### config.mk
export PLATFORM = sky130hd
export DESIGN_NAME = input_conditioner
export DESIGN_NICKNAME = d
export VERILOG_FILES = /design/src/rtl/input_conditioner_pkg.sv /design/src/rtl/input_conditioner_chan.sv /design/src/rtl/input_conditioner.sv
export SDC_FILE = /design/constraint.sdc
export NUM_CORES = 1
export LEC_CHECK = 0
export CAP_MARGIN = 10
export CELL_PAD_IN_SITES_DETAIL_PLACEMENT = 2
export CELL_PAD_IN_SITES_GLOBAL_PLACEMENT = 2
export CORE_ASPECT_RATIO = 1.2
export CORE_MARGIN = 2
export CORE_UTILIZATION = 35
export DETAILED_ROUTE_END_ITERATION = 16
export PLACE_DENSITY = 0.84
export SLEW_MARGIN = 20
export SYNTH_ARGS = -nofsm -noshare
export SYNTH_HDL_FRONTEND = slang
export SYNTH_HIERARCHICAL = 1
export SYNTH_SLANG_ARGS = --single-unit
### constraint.sdc
create_clock -name clk -period 1.9 [get_ports clk]
set_clock_uncertainty 0.2 [all_clocks]
set_input_delay 0.19 -clock clk [delete_from_list [all_inputs] [get_ports clk]]
set_output_delay 0.19 -clock clk [all_outputs]
set_load 0.01 [all_outputs]
### src/rtl/input_conditioner_pkg.sv
// Shared definitions for the input conditioner slice.
// Holds the default parameter values, a constant log2 helper for counter sizing,
// and the per-channel state encodings (LO / PEND_HI / HI / PEND_LO) so that
// benches and debug logic can name the implicit channel states consistently.
// Optional feature macro: INPUT_COND_AUTOREPEAT_EN (auto-repeat on held inputs).
package input_conditioner_pkg;

  // Default parameter values (10 ms debounce at 50 MHz).
  localparam int DEF_NCH         = 4;
  localparam int DEF_SYNC_STAGES = 2;
  localparam int DEF_DEB_CYCLES  = 500000;
  localparam int DEF_REP_DELAY   = 25000000;
  localparam int DEF_REP_PERIOD  = 5000000;

  // Implicit per-channel states: dout level in bit 1, pending flag in bit 0 is
  // set when the synchronized input disagrees with dout and is being counted.
  localparam logic [1:0] ST_LO      = 2'b00;
  localparam logic [1:0] ST_PEND_HI = 2'b01;
  localparam logic [1:0] ST_HI      = 2'b10;
  localparam logic [1:0] ST_PEND_LO = 2'b11;

  // Ceiling log2 usable in constant expressions; cond_clog2(1) is 0.
  function automatic int cond_clog2(input int unsigned value);
    int unsigned v;
    int          r;
    v = value - 32'd1;
    r = 32'sd0;
    while (v > 32'd0) begin
      r = r + 32'sd1;
      v = v >> 1;
    end
    return r;
  endfunction

endpackage

### src/rtl/input_conditioner_chan.sv
// One conditioner channel: synchronizer chain, debounce counter, registered
// level plus one-cycle rise/fall pulses, and (with INPUT_COND_AUTOREPEAT_EN)
// an auto-repeat timer that re-fires rise while the debounced level is high.
module input_cond_chan
  import input_conditioner_pkg::*;
#(
  parameter int SYNC_STAGES = DEF_SYNC_STAGES,
  parameter int DEB_CYCLES  = DEF_DEB_CYCLES
`ifdef INPUT_COND_AUTOREPEAT_EN
  ,
  parameter int REP_DELAY   = DEF_REP_DELAY,
  parameter int REP_PERIOD  = DEF_REP_PERIOD
`endif
) (
  input  logic clk,
  input  logic rst,
  input  logic din,
  output logic dout,
  output logic rise,
  output logic fall
);

  localparam int CNT_W = cond_clog2(DEB_CYCLES) + 1;

  logic [SYNC_STAGES-1:0] sync_r;
  logic [CNT_W-1:0]       cnt_r;
  logic                   dout_r;
  logic                   rise_r;
  logic                   fall_r;

  logic                   s_s;
  logic                   term_s;
  logic                   deb_rise_s;
  logic                   deb_fall_s;
  logic                   rise_next_s;

  assign s_s = sync_r[SYNC_STAGES-1];

  // Terminal count reached while the synchronized input still disagrees with dout.
  always_comb begin
    term_s     = 1'b0;
    deb_rise_s = 1'b0;
    deb_fall_s = 1'b0;
    if ((s_s != dout_r) && (cnt_r == CNT_W'(DEB_CYCLES - 1))) begin
      term_s     = 1'b1;
      deb_rise_s = s_s;
      deb_fall_s = ~s_s;
    end else begin
      term_s     = 1'b0;
    end
  end

  // Synchronizer chain: shifts the raw pin into the clk domain.
  always_ff @(posedge clk) begin
    if (rst) begin
      sync_r <= {SYNC_STAGES{1'b0}};
    end else begin
      sync_r <= {sync_r[SYNC_STAGES-2:0], din};
    end
  end

  // Debounce counter: any return of s to dout before terminal count clears it.
  always_ff @(posedge clk) begin
    if (rst) begin
      cnt_r  <= {CNT_W{1'b0}};
      dout_r <= 1'b0;
    end else if (s_s == dout_r) begin
      cnt_r  <= {CNT_W{1'b0}};
    end else if (term_s) begin
      cnt_r  <= {CNT_W{1'b0}};
      dout_r <= s_s;
    end else begin
      cnt_r  <= cnt_r + CNT_W'(32'd1);
    end
  end

`ifdef INPUT_COND_AUTOREPEAT_EN
  localparam int REP_MAX = (REP_DELAY > REP_PERIOD) ? REP_DELAY : REP_PERIOD;
  localparam int REP_W   = cond_clog2(REP_MAX) + 1;

  logic [REP_W-1:0] rep_cnt_r;
  logic             rep_first_r;
  logic             rep_fire_s;

  // Repeat fires after REP_DELAY for the first repeat, REP_PERIOD afterwards;
  // a release on this same edge takes priority so rise and fall never coincide.
  always_comb begin
    rep_fire_s = 1'b0;
    if (dout_r && !deb_fall_s) begin
      if (rep_first_r) begin
        rep_fire_s = (rep_cnt_r == REP_W'(REP_DELAY - 1));
      end else begin
        rep_fire_s = (rep_cnt_r == REP_W'(REP_PERIOD - 1));
      end
    end else begin
      rep_fire_s = 1'b0;
    end
  end

  // Repeat timer: restarts on the debounced rise, idles while dout is low.
  always_ff @(posedge clk) begin
    if (rst) begin
      rep_cnt_r   <= {REP_W{1'b0}};
      rep_first_r <= 1'b0;
    end else if (deb_rise_s) begin
      rep_cnt_r   <= {REP_W{1'b0}};
      rep_first_r <= 1'b1;
    end else if (!dout_r || deb_fall_s) begin
      rep_cnt_r   <= {REP_W{1'b0}};
      rep_first_r <= 1'b0;
    end else if (rep_fire_s) begin
      rep_cnt_r   <= {REP_W{1'b0}};
      rep_first_r <= 1'b0;
    end else begin
      rep_cnt_r   <= rep_cnt_r + REP_W'(32'd1);
    end
  end

  // Rise pulse sources: debounced edge or repeat tick (mutually exclusive on dout).
  always_comb begin
    rise_next_s = deb_rise_s | rep_fire_s;
  end
`else
  // Rise pulse source: debounced edge only.
  always_comb begin
    rise_next_s = deb_rise_s;
  end
`endif

  // Edge pulses registered on the same edge that dout changes.
  always_ff @(posedge clk) begin
    if (rst) begin
      rise_r <= 1'b0;
      fall_r <= 1'b0;
    end else begin
      rise_r <= rise_next_s;
      fall_r <= deb_fall_s;
    end
  end

  assign dout = dout_r;
  assign rise = rise_r;
  assign fall = fall_r;

endmodule

### src/rtl/input_conditioner.sv
// Multi-channel input conditioner: NCH independent synchronize/debounce/edge
// channels between board pins and game logic.
// Optional feature macro: INPUT_COND_AUTOREPEAT_EN adds auto-repeat rise pulses
// while a channel is held high; the port list is the same in both builds.
module input_conditioner
  import input_conditioner_pkg::*;
#(
  parameter int NCH         = DEF_NCH,
  parameter int SYNC_STAGES = DEF_SYNC_STAGES,
  parameter int DEB_CYCLES  = DEF_DEB_CYCLES
`ifdef INPUT_COND_AUTOREPEAT_EN
  ,
  parameter int REP_DELAY   = DEF_REP_DELAY,
  parameter int REP_PERIOD  = DEF_REP_PERIOD
`endif
) (
  input  logic           clk,
  input  logic           rst,
  input  logic [NCH-1:0] din,
  output logic [NCH-1:0] dout,
  output logic [NCH-1:0] rise,
  output logic [NCH-1:0] fall
);

  for (genvar g = 0; g < NCH; g++) begin : g_chan
    input_cond_chan #(
      .SYNC_STAGES (SYNC_STAGES),
      .DEB_CYCLES  (DEB_CYCLES)
`ifdef INPUT_COND_AUTOREPEAT_EN
      ,
      .REP_DELAY   (REP_DELAY),
      .REP_PERIOD  (REP_PERIOD)
`endif
    ) u_chan (
      .clk  (clk),
      .rst  (rst),
      .din  (din[g]),
      .dout (dout[g]),
      .rise (rise[g]),
      .fall (fall[g])
    );
  end

endmodule
==> results.md <==
- The total of endpoints with negative setup slack in the final report is 1.
- Ranked by total cell area, the synthesized netlist is headed by dfxtp_1 43%, xnor2_1 9.7%, nor2_1 7.0%.
- The final reports fail on negative setup slack.
- The tightest min-delay check is of the in -> reg type.
- The power consumption is 4.13 mW.
- The number of flops mapped to enable cells by yosys is 0.
- In the post-route analysis, the smallest setup slack over all paths is -0.0113 ns.
- At the pin with the least slew margin, the transition time is 0.452 ns.
- The share of Yosys cell area claimed by the top area cell type is 0.427.
- In this design, the stage delay of the slowest critical-path cell is 0.42 ns.
- After clock tree synthesis, the clock-pin slew on the worst setup and hold paths is 0.07 ns.
- The reported leakage power is 2.02 nW.
- The count of nets left with antenna violations once routing finished came out at 0.
- The floorplan core area is 13,200 µm².
- The commonest cells after synthesis are 100 x dfxtp_1, 88 x nor2_1, 52 x xnor2_1.
- The worst-case IR drop observed on VDD is 377 µV.
- The total inserted antenna cells is 0.
- The post-synthesis to final-layout area growth is 24.7%.
- The first global-routing pass estimated 23,300 µm of wire.
- The detailed router placed 4,030 vias in this run.
- Derived from the worst setup path, the maximum achievable clock frequency is 523 MHz.
- Counting stages on the worst path, the most repeated cell is or2_4.
- The number of DRC markers in iteration 0 is 125.
- At the end of the flow the core is filled with cells to 0.444.
- After floorplanning, the core was divided into 46 placement rows.
- The number of primary I/O pins is 18.
- Counting every sink on the clock net gives 100.
- The number of nets produced by synthesis is 510.
- Dividing the synthesized area by the synthesized cell count gives 9.38 µm².
- The total of hold buffers inserted after clock tree synthesis is 0.
- For this run the aggregate overflow at the end of global routing stands at 0.
- The number of cells on the worst reg-to-reg path is 5.
- The final number of hold-violating endpoints came to 0.
- The kind of end point of the critical path is a flip-flop.
- The run finished, with violations left.
- The number of cells traversed by the worst hold path is 2.
- The area of the die is 14,300 µm².
- The initial antenna violation count is 0.
- The total of fill cells in the finished design is 1,409.
- The top cell type by total area after synthesis is dfxtp_1.
- The clock latency reported for the late side of the worst-skew pair is 0.36 ns.
- At the worst endpoint, the arrival time is 1.95 ns.
- The internal portion of the total power is 3.23 mW.
- The number of H-tree levels is 3.
- The switching power of the nets is 0.899 mW.
- Of the total power, combinational logic draws 0.020.
- The floorplan step set the die height to 131 µm.
- TritonCTS built the clock tree.
- The tool flagged a number of max-cap violations equal to 0.
- Measured against its own limit, the worst slew margin works out to 0.698.
- The count of final max-slew check failures came to 0.
- The starting density of the core is 0.356.
- The minimum clock period is 1.91 ns.
- After detailed routing, the average wire length per cell comes to 22.0 µm.
- The pin count of the biggest net entering global routing is 17.
- The finished cells cover 5850 µm².
- Of the available clock period, the critical path in the final layout requires 1.01.
- Counting the buffers created by CTS gives 9.
- The clock network fraction of design power is 0.468.
- Of the cells placed in the final design, the portion with a size suffix greater than 1 is 0.227.
- In the synthesized netlist, the number of instances is 500.
- The worst hold path terminates at g_chan[1].u_chan/sync_r[0].
- The number of input and output port buffers inserted is 17.
- The number of synthesis warnings is 6.
- The number of design rule violations left after detail routing is 0.
- The setup slack on the worst flop-to-flop path is -0.01 ns.
- The length of the first detailed-routing pass in iterations is 5.
- Traced cell by cell, the critical path runs through ha_4 > nand4_2 > or2_4 > or2_4 > a22o_1.
- For this design, the slowest cell found on the critical path is dfxtp_1.
- The post-synthesis async set-or-reset flop share is 0.
- Setup repair after global routing could not meet its margin everywhere.
- The congestion estimate from routability-driven global placement came to 0.810.
- The prevailing post-synth register cell is dfxtp_1.
- The overall routing resource usage is 0.211.
- Synthesis inferred 100 register bits.
- The startpoint of the lowest-slack register-to-register path is g_chan[0].u_chan/cnt_r[0].
- dfxtp_1 is the most common cell in the netlist.
- Dividing the detail-routed via count by the number of cells gives 5.45.
- The total placed instance area is 5280 µm².
- Of the synthesized area, sequential elements account for 0.427.
- Along the worst path, the maximum fanout reaches 6.
- The x dimension of the die is 110 µm.
- The mapped netlist covers 4690 µm².
- STA classifies the critical path startpoint as a flip-flop.
- In this run the most critical hold path is launched from din[1].
- The number of global-route vias before repair came to 4,423.
- In this run the critical register-to-register path is captured at g_chan[0].u_chan/dout.
- The worst-case clock buffer depth is 2.
- The tree is rooted in a clkbuf_16.
- The classification of the worst setup path is reg -> reg.
- Power spread over the standard cell area amounts to 707 nW/µm².
- The total wirelength of the detailed-routed design is 16,200 µm.
- The HPWL after detailed placement is 9360 µm.
- STA puts the critical path data required time at 1.94 ns.
- In this run, distinct cell masters in the synthesized netlist total 34.
- The net count of the finished layout is 577.
- Of the total power, the share spent switching nets is 0.217.
- Of the total power, registers draw 0.511.
- OpenSTA, run right after detailed placement, puts the worst setup slack at -0.0149 ns.
## timing repair
item / CTS / global route
gates resized for setup: 7 / 28
buffers inserted: 0 / 12
pin swaps: 1 / 12
setup endpoints to repair: 11 / 68
cloned: 0 / 0
## per-stage QoR
step | cells | setup TNS (ns) | hold slack [ns]
after floorplan | 500 | 0 | 0.0616
after global placement | 712 | 0 | 0.225
after detailed placement | 712 | -0.0285 | 0.245
after CTS | 728 | -0.187 | 0.193
after global routing | 740 | -0.901 | 0.192
final | 740 | -0.0113 | 0.186
## routing by layer
layer / track usage / wire length [µm] / share of wire
met1: 0.236 / 6580 / 0.40
met2: 0.392 / 8940 / 0.55
met3: 0.0332 / 308 / 0.019
met4: 0.0916 / 420 / 0.026
met5: 0 / 0 / 0
## area by class of cell
type / count / area, µm² / area share
Tap cell: 168 / 210 / 0.0359
Clock buffer: 12 / 256 / 0.0439
Sequential cell: 100 / 2010 / 0.344
Timing Repair Buffer: 72 / 608 / 0.104
Inverter: 16 / 60.1 / 0.0103
Clock inverter: 4 / 47.5 / 0.00813
Multi-Input combinational cell: 368 / 2660 / 0.454
## worst max path at each step
stage	from	end	slack, ns	cells past startpoint
3_3_place_gp	g_chan[2].u_chan/cnt_r[9]	g_chan[2].u_chan/dout	0.09	4
4_1_cts	g_chan[3].u_chan/cnt_r[1]	g_chan[3].u_chan/cnt_r[18]	-0.07	5
5_1_grt	g_chan[1].u_chan/cnt_r[13]	g_chan[1].u_chan/fall	-0.12	4
2_1_floorplan	g_chan[0].u_chan/cnt_r[0]	g_chan[0].u_chan/dout	0.06	6
3_5_place_dp	g_chan[0].u_chan/cnt_r[0]	g_chan[0].u_chan/dout	-0.01	5
6_report	g_chan[0].u_chan/cnt_r[0]	g_chan[0].u_chan/dout	-0.01	5
## critical path: cells and delay by family, from the launching register on
kind | cells | cell delay, ns
AND/OR/NAND/NOR | 3 | 0.76
AO/OA/AOI/OAI | 1 | 0.21
adder cells (fa/ha/maj) | 1 | 0.20
flip-flops | 1 | 0.42
## cells by family after synthesis
family / count (synthesis) / share of synthesized area
AND/OR/NAND/NOR: 264 / 0.335
XOR/XNOR: 64 / 0.120
flip-flops: 100 / 0.427
buffers and inverters: 32 / 0.0427
adder cells (fa/ha/maj): 4 / 0.0107
multiplexers: 4 / 0.00854
AO/OA/AOI/OAI: 32 / 0.0566
## power by group through the flow
stage                     Clock, mW  Combinational, mW  Sequential (mW)
after detailed placement          0             0.0772             2.16
after global routing           2.06             0.0883             2.11
final                          1.94             0.0829             2.11
after global placement            0             0.0740             2.16
after CTS                      1.95             0.0776             2.11
after floorplan                   0             0.0297             2.16
## registers in the layout, summed over array words and instances (netlist names)
| register | cells |
|---|---|
| g_chan.u_chan/sync_r | 8 |
| g_chan.u_chan/cnt_r | 80 |
| g_chan.u_chan/rise | 4 |
| g_chan.u_chan/fall | 4 |
| g_chan.u_chan/dout | 4 |
## placed cells by master (no fill, tap or decap), drive strengths merged, types with 4 or more instances in the layout
cell type,Yosys,final
mux2i,4,4
nand4b,4,4
a22o,4,4
ha,4,4
clkdlybuf4s50,0,17
nor2b,12,12
clkbuf,0,12
nor4,28,28
xnor2,52,52
nor3b,4,4
o221ai,4,4
or2,8,8
inv,16,16
nand3,20,20
xor2,12,12
nor2,92,92
dfxtp,100,100
nor4b,4,4
and4,4,4
nand4,32,32
and2,4,4
o211ai,4,4
o21ai,8,8
and3,8,8
buf,16,55
a21oi,4,4
a211oi,8,8
nand2,20,20
nor3,24,24
No activity file was read; power rests on OpenSTA's default activity.
